## src/rtl/gpio_irq_pkg.sv

```systemverilog
// gpio_irq_pkg: shared types and constants for the GPIO interrupt controller.
//   irq_mode_e  - per-channel trigger mode (rise, fall, both edges, level-high)
//   IRQ_ID_W    - width of the granted channel index
//   mode_event  - decodes one channel's event from its current/previous level
package gpio_irq_pkg;

  localparam int unsigned IRQ_ID_W = 5;

  typedef enum logic [1:0] {
    IRQ_RISE  = 2'd0,
    IRQ_FALL  = 2'd1,
    IRQ_BOTH  = 2'd2,
    IRQ_LEVEL = 2'd3
  } irq_mode_e;

  // cur is the conditioned level this cycle, prev is its one-cycle-delayed copy.
  function automatic logic mode_event(irq_mode_e mode, logic cur, logic prev);
    logic evt;
    evt = 1'b0;
    unique case (mode)
      IRQ_RISE:  evt = cur & ~prev;
      IRQ_FALL:  evt = ~cur & prev;
      IRQ_BOTH:  evt = cur ^ prev;
      IRQ_LEVEL: evt = cur;
      default:   evt = 1'b0;
    endcase
    return evt;
  endfunction

endpackage

```

## src/rtl/gpio_irq_ctrl_if.sv

```systemverilog
// gpio_irq_ctrl_if: valid/ready event handshake between the controller and its consumer.
//   irq_valid_o - an enabled pending event is presented
//   irq_id_o    - index of the presented channel
//   irq_ready_i - consumer accepts the presented event this cycle
// master: the controller side; slave: the consumer side.
interface gpio_irq_ctrl_if;
  import gpio_irq_pkg::*;

  logic                irq_valid_o;
  logic [IRQ_ID_W-1:0] irq_id_o;
  logic                irq_ready_i;

  modport master (
    output irq_valid_o,
    output irq_id_o,
    input  irq_ready_i
  );

  modport slave (
    input  irq_valid_o,
    input  irq_id_o,
    output irq_ready_i
  );

endinterface

```

## src/rtl/gpio_irq_sync.sv

```systemverilog
// gpio_irq_sync: conditions one raw pad input for edge/level detection.
// Optional feature macro: GPIO_IRQ_DEBOUNCE_EN (adds a stability filter).
//   clk, rst_n - clock and asynchronous active-low reset
//   pin        - raw asynchronous pad input
//   level      - synchronized (and, with the filter, debounced) level
//   level_q    - level delayed by one cycle, used for edge detection
module gpio_irq_sync #(
  parameter int unsigned SYNC_STAGES     = 2
`ifdef GPIO_IRQ_DEBOUNCE_EN
  ,
  parameter int unsigned DEBOUNCE_CYCLES = 4
`endif
) (
  input  logic clk,
  input  logic rst_n,
  input  logic pin,
  output logic level,
  output logic level_q
);

  logic [SYNC_STAGES-1:0] chain_q;
  logic                   synced;
  logic                   cond;
  logic                   delay_q;

  always_ff @(posedge clk or negedge rst_n) begin
    if (!rst_n) begin
      chain_q <= '0;
    end else begin
      chain_q <= {chain_q[SYNC_STAGES-2:0], pin};
    end
  end

  assign synced = chain_q[SYNC_STAGES-1];

`ifdef GPIO_IRQ_DEBOUNCE_EN
  logic       filt_q;
  logic [7:0] cnt_q;

  // The filtered level follows the synchronizer only once it has disagreed for
  // DEBOUNCE_CYCLES consecutive cycles; any return to agreement restarts the count.
  always_ff @(posedge clk or negedge rst_n) begin
    if (!rst_n) begin
      filt_q <= 1'b0;
      cnt_q  <= '0;
    end else if (synced == filt_q) begin
      cnt_q  <= '0;
    end else if (cnt_q == 8'(DEBOUNCE_CYCLES - 1)) begin
      filt_q <= synced;
      cnt_q  <= '0;
    end else begin
      cnt_q  <= cnt_q + 8'd1;
    end
  end

  assign cond = filt_q;
`else
  assign cond = synced;
`endif

  always_ff @(posedge clk or negedge rst_n) begin
    if (!rst_n) begin
      delay_q <= 1'b0;
    end else begin
      delay_q <= cond;
    end
  end

  assign level   = cond;
  assign level_q = delay_q;

endmodule

```

## src/rtl/gpio_irq_ctrl.sv

```systemverilog
// gpio_irq_ctrl: per-channel GPIO edge/level interrupt capture with fixed-priority
// presentation of one pending event per cycle over a valid/ready handshake.
// Optional feature macro: GPIO_IRQ_DEBOUNCE_EN (debounce filter in each channel).
//   clk, rst_n     - clock and asynchronous active-low reset
//   gpio_in        - raw asynchronous pad inputs
//   irq_en_i       - per-channel interrupt enable
//   irq_mode_i     - 2 bits per channel, see gpio_irq_pkg::irq_mode_e
//   pending_o      - raw pending register (not masked by enable)
//   overrun_o      - sticky: event arrived while the channel was already pending
//   overrun_clr_i  - per-bit pulse clearing overrun_o
//   irq_if         - master side of the event handshake (valid, id, ready)
module gpio_irq_ctrl
  import gpio_irq_pkg::*;
#(
  parameter int unsigned NUM_CH          = 32,
  parameter int unsigned SYNC_STAGES     = 2,
  parameter int unsigned DEBOUNCE_CYCLES = 4
) (
  input  logic                  clk,
  input  logic                  rst_n,
  input  logic [NUM_CH-1:0]     gpio_in,
  input  logic [NUM_CH-1:0]     irq_en_i,
  input  logic [2*NUM_CH-1:0]   irq_mode_i,
  output logic [NUM_CH-1:0]     pending_o,
  output logic [NUM_CH-1:0]     overrun_o,
  input  logic [NUM_CH-1:0]     overrun_clr_i,
  gpio_irq_ctrl_if.master       irq_if
);

  // Detection stays off until the synchronizer (and filter, when present) and the
  // delayed copy have settled, so a pad already high at reset yields no event.
`ifdef GPIO_IRQ_DEBOUNCE_EN
  localparam int unsigned ArmCycles = SYNC_STAGES + 1 + DEBOUNCE_CYCLES;
`else
  localparam int unsigned ArmCycles = SYNC_STAGES + 1;
`endif
  localparam int unsigned ArmW = $clog2(ArmCycles + 1);

  logic [ArmW-1:0]     arm_q;
  logic                armed;

  logic [NUM_CH-1:0]   lvl;
  logic [NUM_CH-1:0]   lvl_q;
  logic [NUM_CH-1:0]   evt;
  logic [NUM_CH-1:0]   lvl_mode;
  logic [NUM_CH-1:0]   set;
  logic [NUM_CH-1:0]   active;
  logic [NUM_CH-1:0]   grant_oh;
  logic [IRQ_ID_W-1:0] grant_id;
  logic                found;
  logic                valid;
  logic [NUM_CH-1:0]   retire;

  logic [NUM_CH-1:0]   pending_q, pending_d;
  logic [NUM_CH-1:0]   overrun_q, overrun_d;

  // Per-channel conditioning
  for (genvar g = 0; g < NUM_CH; g++) begin : g_ch
`ifdef GPIO_IRQ_DEBOUNCE_EN
    gpio_irq_sync #(
      .SYNC_STAGES     (SYNC_STAGES),
      .DEBOUNCE_CYCLES (DEBOUNCE_CYCLES)
    ) u_sync (
      .clk     (clk),
      .rst_n   (rst_n),
      .pin     (gpio_in[g]),
      .level   (lvl[g]),
      .level_q (lvl_q[g])
    );
`else
    gpio_irq_sync #(
      .SYNC_STAGES (SYNC_STAGES)
    ) u_sync (
      .clk     (clk),
      .rst_n   (rst_n),
      .pin     (gpio_in[g]),
      .level   (lvl[g]),
      .level_q (lvl_q[g])
    );
`endif
  end

  // Arm counter
  always_ff @(posedge clk or negedge rst_n) begin
    if (!rst_n) begin
      arm_q <= '0;
    end else if (arm_q != ArmW'(ArmCycles)) begin
      arm_q <= arm_q + 1'b1;
    end
  end

  assign armed = (arm_q == ArmW'(ArmCycles));

  // Event decode; mode is read combinationally each cycle and history lives only in
  // the level/delayed-level pair, so a mode change cannot fabricate an edge.
  always_comb begin
    evt      = '0;
    lvl_mode = '0;
    for (int i = 0; i < NUM_CH; i++) begin
      lvl_mode[i] = (irq_mode_i[2*i +: 2] == IRQ_LEVEL);
      evt[i]      = armed & mode_event(irq_mode_e'(irq_mode_i[2*i +: 2]), lvl[i], lvl_q[i]);
    end
  end

  // Disabled channels drop their events instead of storing them.
  assign set    = evt & irq_en_i;
  assign active = pending_q & irq_en_i;

  // Fixed priority: lowest index wins.
  always_comb begin
    grant_oh = '0;
    grant_id = '0;
    found    = 1'b0;
    for (int i = 0; i < NUM_CH; i++) begin
      if (!found && active[i]) begin
        found       = 1'b1;
        grant_oh[i] = 1'b1;
        grant_id    = IRQ_ID_W'(i);
      end
    end
  end

  assign valid  = |active;
  assign retire = (valid && irq_if.irq_ready_i) ? grant_oh : '0;

  // A same-cycle set beats retire, and a same-cycle overrun beats its clear. An event
  // meeting a pending bit that is being retired is a fresh capture, not an overrun.
  // Level mode re-asserts every cycle by design, so it never counts as an overrun.
  always_comb begin
    pending_d = (pending_q & ~retire) | set;
    overrun_d = (overrun_q & ~overrun_clr_i) | (set & pending_q & ~retire & ~lvl_mode);
  end

  always_ff @(posedge clk or negedge rst_n) begin
    if (!rst_n) begin
      pending_q <= '0;
      overrun_q <= '0;
    end else begin
      pending_q <= pending_d;
      overrun_q <= overrun_d;
    end
  end

  assign irq_if.irq_valid_o = valid;
  assign irq_if.irq_id_o    = grant_id;
  assign pending_o          = pending_q;
  assign overrun_o          = overrun_q;

endmodule
```

## src/flat_wrapper.sv

```systemverilog
// flat-port wrapper written by rule: the top's interface ports become plain ports
module gpio_irq_ctrl_flat import gpio_irq_pkg::*;
#(
  parameter int unsigned NUM_CH          = 32,
  parameter int unsigned SYNC_STAGES     = 2,
  parameter int unsigned DEBOUNCE_CYCLES = 4
)
  (clk, rst_n, gpio_in, irq_en_i, irq_mode_i, pending_o, overrun_o, overrun_clr_i, irq_if_irq_valid_o, irq_if_irq_id_o, irq_if_irq_ready_i);
  gpio_irq_ctrl_if irq_if_i ();
  input  logic clk;
  input  logic rst_n;
  input  logic [NUM_CH-1:0] gpio_in;
  input  logic [NUM_CH-1:0] irq_en_i;
  input  logic [2*NUM_CH-1:0] irq_mode_i;
  output logic [NUM_CH-1:0] pending_o;
  output logic [NUM_CH-1:0] overrun_o;
  input  logic [NUM_CH-1:0] overrun_clr_i;
  output wire logic [$bits(irq_if_i.irq_valid_o)-1:0] irq_if_irq_valid_o;
  output wire logic [$bits(irq_if_i.irq_id_o)-1:0] irq_if_irq_id_o;
  input wire logic [$bits(irq_if_i.irq_ready_i)-1:0] irq_if_irq_ready_i;
  assign irq_if_irq_valid_o = irq_if_i.irq_valid_o;
  assign irq_if_irq_id_o = irq_if_i.irq_id_o;
  assign irq_if_i.irq_ready_i = irq_if_irq_ready_i;
  gpio_irq_ctrl #(.NUM_CH(NUM_CH), .SYNC_STAGES(SYNC_STAGES), .DEBOUNCE_CYCLES(DEBOUNCE_CYCLES)) u_core (.clk(clk), .rst_n(rst_n), .gpio_in(gpio_in), .irq_en_i(irq_en_i), .irq_mode_i(irq_mode_i), .pending_o(pending_o), .overrun_o(overrun_o), .overrun_clr_i(overrun_clr_i), .irq_if(irq_if_i));
endmodule
```

## config.mk

```make
export PLATFORM = sky130hd
export DESIGN_NAME = gpio_irq_ctrl_flat
export DESIGN_NICKNAME = d
export VERILOG_FILES = /design/src/rtl/gpio_irq_pkg.sv /design/src/rtl/gpio_irq_ctrl_if.sv /design/src/rtl/gpio_irq_sync.sv /design/src/rtl/gpio_irq_ctrl.sv /design/src/flat_wrapper.sv
export SDC_FILE = /design/constraint.sdc
export NUM_CORES = 1
export LEC_CHECK = 0
export CAP_MARGIN = 20
export CORE_UTILIZATION = 54
export CTS_BUF_LIST = sky130_fd_sc_hd__clkbuf_8
export CTS_CLUSTER_DIAMETER = 100
export DETAILED_ROUTE_END_ITERATION = 7
export MAX_ROUTING_LAYER = met4
export PLACE_DENSITY = 0.95
export SETUP_SLACK_MARGIN = 0.2
export SLEW_MARGIN = 20
export SYNTH_ARGS = -nofsm -noshare
export SYNTH_HDL_FRONTEND = slang
export SYNTH_SLANG_ARGS = --single-unit
export TNS_END_PERCENT = 1
```

## constraint.sdc

```tcl
create_clock -name clk -period 6.85 [get_ports clk]
set_clock_uncertainty 0.15 [all_clocks]
set_input_delay 1.0275 -clock clk [delete_from_list [all_inputs] [get_ports clk]]
set_output_delay 1.0275 -clock clk [all_outputs]
set_load 0.01 [all_outputs]
```

==> results.ini, run 1 <==
[worst_setup_path]
critPathTopFamily = buffers and inverters
cp.arrival_ns = 4.03
critPathLaunchType = input port
cp_cell_sequence = clkdlybuf4s50_1 > a22oi_1 > nand4_1 > or4_4 > o22ai_1 > o21bai_1 > clkdlybuf4s50_1
path_class = in -> out
worst_setup_path_end_kind = output port
cpPeakStageDelay_ns = 0.67
path_common_cell = clkdlybuf4s50_1
path_buf_inv = 2
cpMaxStageDelayCell = or4_4
cp_max_fo = 8
crit_required_ns = 5.67

[synth]
avgSynthCellArea_sq_um = 10.65
yosysSeqAreaShare_pct = 48.48
synth_cells = 785
synth_area_sq_um = 8362
ys.flop_type = dfrtp_1
yosysWarnings = 0
synth_edf_count = 0
syn-num-nets = 1013
async_flop_share_pct = 100.0
yosys_register_bits = 162
yosysUniqueCellTypes = 53

[clock_network]
cts_setup_buffers = 0
tritoncts = done
clk_pin_slew_ns = 0.09
clock_latency_ns = 0.45
htreeDepth = 4
cts_root_buf = clkbuf_8
cts_buffers = 17
cts.sinks = 162
cts_resized = 0
holdBufCountCts = 0
clockBufferDepth = 2

[detailed_routing]
dr.pass1.iters = 5
drc = 0
maxUsedRoutingLayer = met4
routed-wl-met3_um = 1628
post_drt_wl_per_cell_um = 18.19
met2_length_um = 10860
wl_um = 22320
vias_per_cell = 5.849
postRouteAntennaNets = 0
first_iter_violations = 442
dr_total_vias = 7177
wl_met1_um = 9009

[global_route]
grt_pass1_wl_um = 35720
grt_max_degree = 104
antenna_found_initial = 0
grt_overflow = 0
grtUsageTotal_pct = 29.82
grt_pass1_vias = 7288

[final_layout]
final_util_pct = 74.64
fin_nets = 1254
antenna_cells = 0
drive_gt1_share_pct = 9.721
fill_cells = 1040
synthToLayoutAreaGrowth_pct = 35.19

[timing]
hold_violations = 0
drv_slew = 0
rsz0062_at_grt = no
finalSetupTns_ns = 0
relSlewSlack_pct = 36.21
finalSetupViolations = 0
tightest_slew_ns = 0.9569
min_period_ns = 5.206
fmax_ghz = 0.1921
finalCritPeriodShare_pct = 76.00

[floorplanning]
die_h_um = 126.4
die_area_sq_um = 15990
ios = 233
initial_core_util_pct = 55.21
coreArea_sq_um = 15150
die_x_um = 126.4
rows = 45

[power_and_ir_drop]
vdd.ir_drop.worst_uv = 161.8
power_density_nw_per_um2 = 193.8
finalPower_mw = 2.191
p_leak_nw = 5.068

[flow_run]
cap_viol_max_count = 0

[status]
status = complete, no violations

[placement]
io_buffers = 232
dp_hpwl_um = 17200
globalplace.congestion = 0.8786

[worst_hold_path]
hold_class = reg -> reg

[kinds of logic (layout without fill, tap and decap cells)]
group	Yosys count	after routing	synth area share, %
buf+inv	126	380	5.731
compound gates	195	195	17.73
fa+ha+maj	65	65	9.726
simple gates	180	180	10.73
xor+xnor	1	1	0.1048
mux	56	56	7.497
flops	162	162	48.48
[through the flow]
stage	worst slack, ns	instance area, sq um	hold slack, ns	cells
global placement	1.802	10900	0.1817	1195
global route	1.567	11300	0.2082	1227
finish	1.644	11300	0.1947	1227
CTS	1.706	11300	0.1975	1227
detailed placement	1.704	10900	0.1847	1195
floorplan	2.945	8362	0.1812	785
[flip-flops by register name, summed over array words and instances (netlist names)]
name / count
u_core.g_ch.u_sync.level_q: 32
u_core.pending_o: 32
u_core.arm_q: 2
u_core.overrun_o: 32
u_core.g_ch.u_sync.chain_q: 64
[final timing paths]
path                       slack [ns]                                         from                                          end  depth (start not counted)
max                              1.64                                  irq_en_i[5]                           irq_if_irq_id_o[1]                          7
min                              0.19  u_core.g_ch[21].u_sync.chain_q[0]$_DFF_PN0_  u_core.g_ch[21].u_sync.chain_q[1]$_DFF_PN0_                          0
max reg2reg                      3.74               u_core.pending_o[17]$_DFF_PN0_               u_core.overrun_o[26]$_DFF_PN0_                          6
min reg2reg                      0.19  u_core.g_ch[21].u_sync.chain_q[0]$_DFF_PN0_  u_core.g_ch[21].u_sync.chain_q[1]$_DFF_PN0_                          0
max in group asynchronous        4.78                                        rst_n      u_core.g_ch[6].u_sync.level_q$_DFF_PN0_                          2
min in group asynchronous        0.47                                        rst_n  u_core.g_ch[19].u_sync.chain_q[1]$_DFF_PN0_                          1
[cell usage in the layout (no fill, tap or decap), drive strengths merged, types with 8 or more instances in the layout]
cell type	count
o211ai	8
a21oi	19
nand4	12
clkbuf	20
nand3	20
dfrtp	162
nand2	85
o21ai	30
mux2	53
inv	117
a22o	9
ha	65
o22ai	12
clkdlybuf4s50	231
a22oi	16
nor2b	18
o32ai	15
o31ai	10
o2111ai	28
and2	17
[Yosys cell counts (16+ instances only)]
master     count  area [sq um]
nand2_1       85         319.1
o2111ai_1     28         245.2
a22oi_1       16         120.1
a21oi_1       19         95.09
mux2_2        53         596.8
o21ai_0       30         150.1
and2_1        16         100.1
nand3_1       20         100.1
dfrtp_1      162          4054
nor2b_1       18         112.6
inv_1        113         424.2
ha_1          65         813.3
[where the power goes]
part           internal [mW]  total (mW)  switching (mW)
Clock                  0.354       0.710           0.356
Sequential              1.02        1.06          0.0431
Combinational          0.235       0.422           0.187
Total                   1.60        2.19           0.586
[routing by layer]
layer	vias up	track usage (%)
met5	-	-
met3	62	7.423
met1	3477	35.39
li1	3313	-
met2	325	47.74
met4	0	14.32
[final cells by class]
cell class / instances / area (sq um) / share of cell area [%]
clock buffer: 20 / 275.3 / 2.435
inverter: 113 / 424.2 / 3.752
sequential: 162 / 4054 / 35.86
timing repair buffer: 235 / 2346 / 20.75
clock inverter: 12 / 132.6 / 1.173
multi-input combinational: 497 / 3837 / 33.95
tap: 188 / 235.2 / 2.081
[worst reg2reg max path: stages, from the launching register on]
cell      delay [ns]
dfrtp_1         0.45
a22o_1          0.28
or4_4           0.60
nor3b_4         0.61
buf_4           0.38
a211oi_1        0.17
o41ai_1         0.37
Power figures use the tool's default switching activity.
==> run 2, diff against run 1 <==
- CORE_UTILIZATION: 54 -> 45
- PLACE_DENSITY: 0.95 -> 0.86
- clock period: 6.85 -> 4.3 ns (I/O delays scaled with it)
==> run 2 against run 1 <==
  * The run now ends with DRC left
  * Clock power is 54% higher
  * Sequential cell count is the same
  * Design area rose by 1.9%
  * Critical path depth is the same
==> results.ini, run 2 (synthesis results as in run 1) <==
[timing]
relSlewSlack_pct = 38.69
drv_slew = 0
finalSetupViolations = 0
rsz0062_at_grt = yes
finalCritPeriodShare_pct = 93.94
tightest_slew_ns = 0.9196
min_period_ns = 4.039
fmax_ghz = 0.2476
finalSetupTns_ns = 0
hold_violations = 0

[power_and_ir_drop]
vdd.ir_drop.worst_uv = 281.8
power_density_nw_per_um2 = 301.2
finalPower_mw = 3.470
p_leak_nw = 5.179

[final_layout]
regMostFlops = u_core.g_ch.u_sync.chain_q
drive_gt1_share_pct = 11.98
final_common_cell = clkdlybuf4s50_1
antenna_cells = 0
fin_nets = 1275
largest_reg_flops = 64
fin_cells = 1289
synthToLayoutAreaGrowth_pct = 37.77
fill_cells = 1411
final_cell_mix = clkdlybuf4s50_1 (229), dfrtp_1 (162), inv_1 (114)

[detailed_routing]
postRouteAntennaNets = 0
drc = 26
post_drt_wl_per_cell_um = 17.86
met2_length_um = 11160
maxUsedRoutingLayer = met4
wl_met1_um = 9584
wl_um = 23030
dr_total_vias = 7168
dr.pass1.iters = 7
routed-wl-met3_um = 1420
vias_per_cell = 5.561
first_iter_violations = 443

[status]
status = complete, but fails checks
violations = DRC

[floorplanning]
initial_core_util_pct = 46.23
rows = 49
die_area_sq_um = 19130
coreArea_sq_um = 18090
die_h_um = 138.3
die_x_um = 138.3
ios = 233

[worst_setup_path]
crit_required_ns = 3.50
path_common_cell = clkdlybuf4s50_1
cp_max_fo = 4
cp.arrival_ns = 3.24
worst-r2r-cell-count = 6
path_buf_inv = 2
reg2reg_to = u_core.overrun_o[26]$_DFF_PN0_
cp_cell_sequence = clkdlybuf4s50_1 > a22o_1 > or4_4 > or3_1 > a31o_2 > nand3_1 > clkdlybuf4s50_1
worstReg2RegStart = u_core.pending_o[19]$_DFF_PN0_
cpMaxStageDelayCell = or4_4
cpPeakStageDelay_ns = 0.59
critPathLaunchType = input port
timing.reg2reg.setup_slack_ns = 1.31
startpoint = irq_en_i[19]
critPathTopFamily = simple AND/OR/NAND/NOR gates
path_class = in -> out
worst_setup_path_end_kind = output port

[global_route]
grt_pass1_wl_um = 37060
grtUsageTotal_pct = 25.64
antenna_found_initial = 0
grt_pass1_vias = 7152
grt_max_degree = 89
grt_overflow = 0

[clock_network]
clock_latency_ns = 0.46
clk_pin_slew_ns = 0.09
cts_buffers = 17
holdBufCountCts = 0
tritoncts = done
cts.sinks = 162
clockBufferDepth = 2
htreeDepth = 4
cts_root_buf = clkbuf_8

[placement]
globalplace.congestion = 0.8956
dp_hpwl_um = 17700
io_buffers = 232
placedCellCount = 1255

[flow_run]
cap_viol_max_count = 0

[worst_hold_path]
hold_class = in -> async

[run 2: cell count changes in the layout (fill, tap and decap cells not counted), moves of 2 or more]
cell             previous run  this run
clkdlybuf4s50_1           231       229
a22oi_2                     0         2
clkinv_2                    0         2
a22oi_1                    16        14
buf_4                       3        24
[run 2: layout make-up]
cell class | instances | area (sq um) | share of cell area, %
Tap cell | 229 | 286.5 | 2.487
Clock inverter | 11 | 101.3 | 0.8798
Sequential cell | 162 | 4054 | 35.19
Multi-Input combinational cell | 497 | 3860 | 33.51
Inverter | 113 | 424.2 | 3.682
Clock buffer | 21 | 289.0 | 2.509
Timing Repair Buffer | 256 | 2505 | 21.74
[run 2: layer usage]
layer  up-vias  track usage [%]
met1      3502            31.23
met4         0            12.36
met2       264            40.80
met5         -                -
li1       3346                -
met3        56            5.230
[run 2: report_power, final]
part | switching (mW) | internal [mW]
Combinational | 0.302 | 0.386
Sequential | 0.0699 | 1.62
Clock | 0.571 | 0.522
[run 2: how the worst max path moves through the flow]
stage                              end  depth (start not counted)
detailed placement  irq_if_irq_id_o[1]                          7
floorplan           irq_if_irq_id_o[0]                          5
CTS                 irq_if_irq_id_o[3]                          7
global route        irq_if_irq_id_o[3]                          8
finish              irq_if_irq_id_o[3]                          7
global placement    irq_if_irq_id_o[1]                          7
[run 2: repair_timing]
action	4_1_cts	5_1_grt
endpoints found under the setup margin	1	3
cloned	0	0
pin swaps	0	2
buffers inserted	0	2
resized for setup	1	5
[run 2: through the flow]
stage	setup slack, ns	hold slack [ns]	instance area, sq um	utilization [%]
global placement	0.1168	0.1815	11090	61.32
floorplan	1.160	0.1812	8362	-
global route	0.1970	0.1400	11520	63.69
CTS	0.2666	0.1185	11480	63.47
detailed placement	0.08038	0.1847	11090	61.32
finish	0.2606	0.08864	11520	63.69
[run 2: worst register-to-register path, cell delays in order, from the launching register on]
cell,delay [ns]
dfrtp_1,0.46
a22o_1,0.30
or4_4,0.59
nor3b_4,0.43
buf_4,0.42
a211oi_1,0.22
o41ai_1,0.33
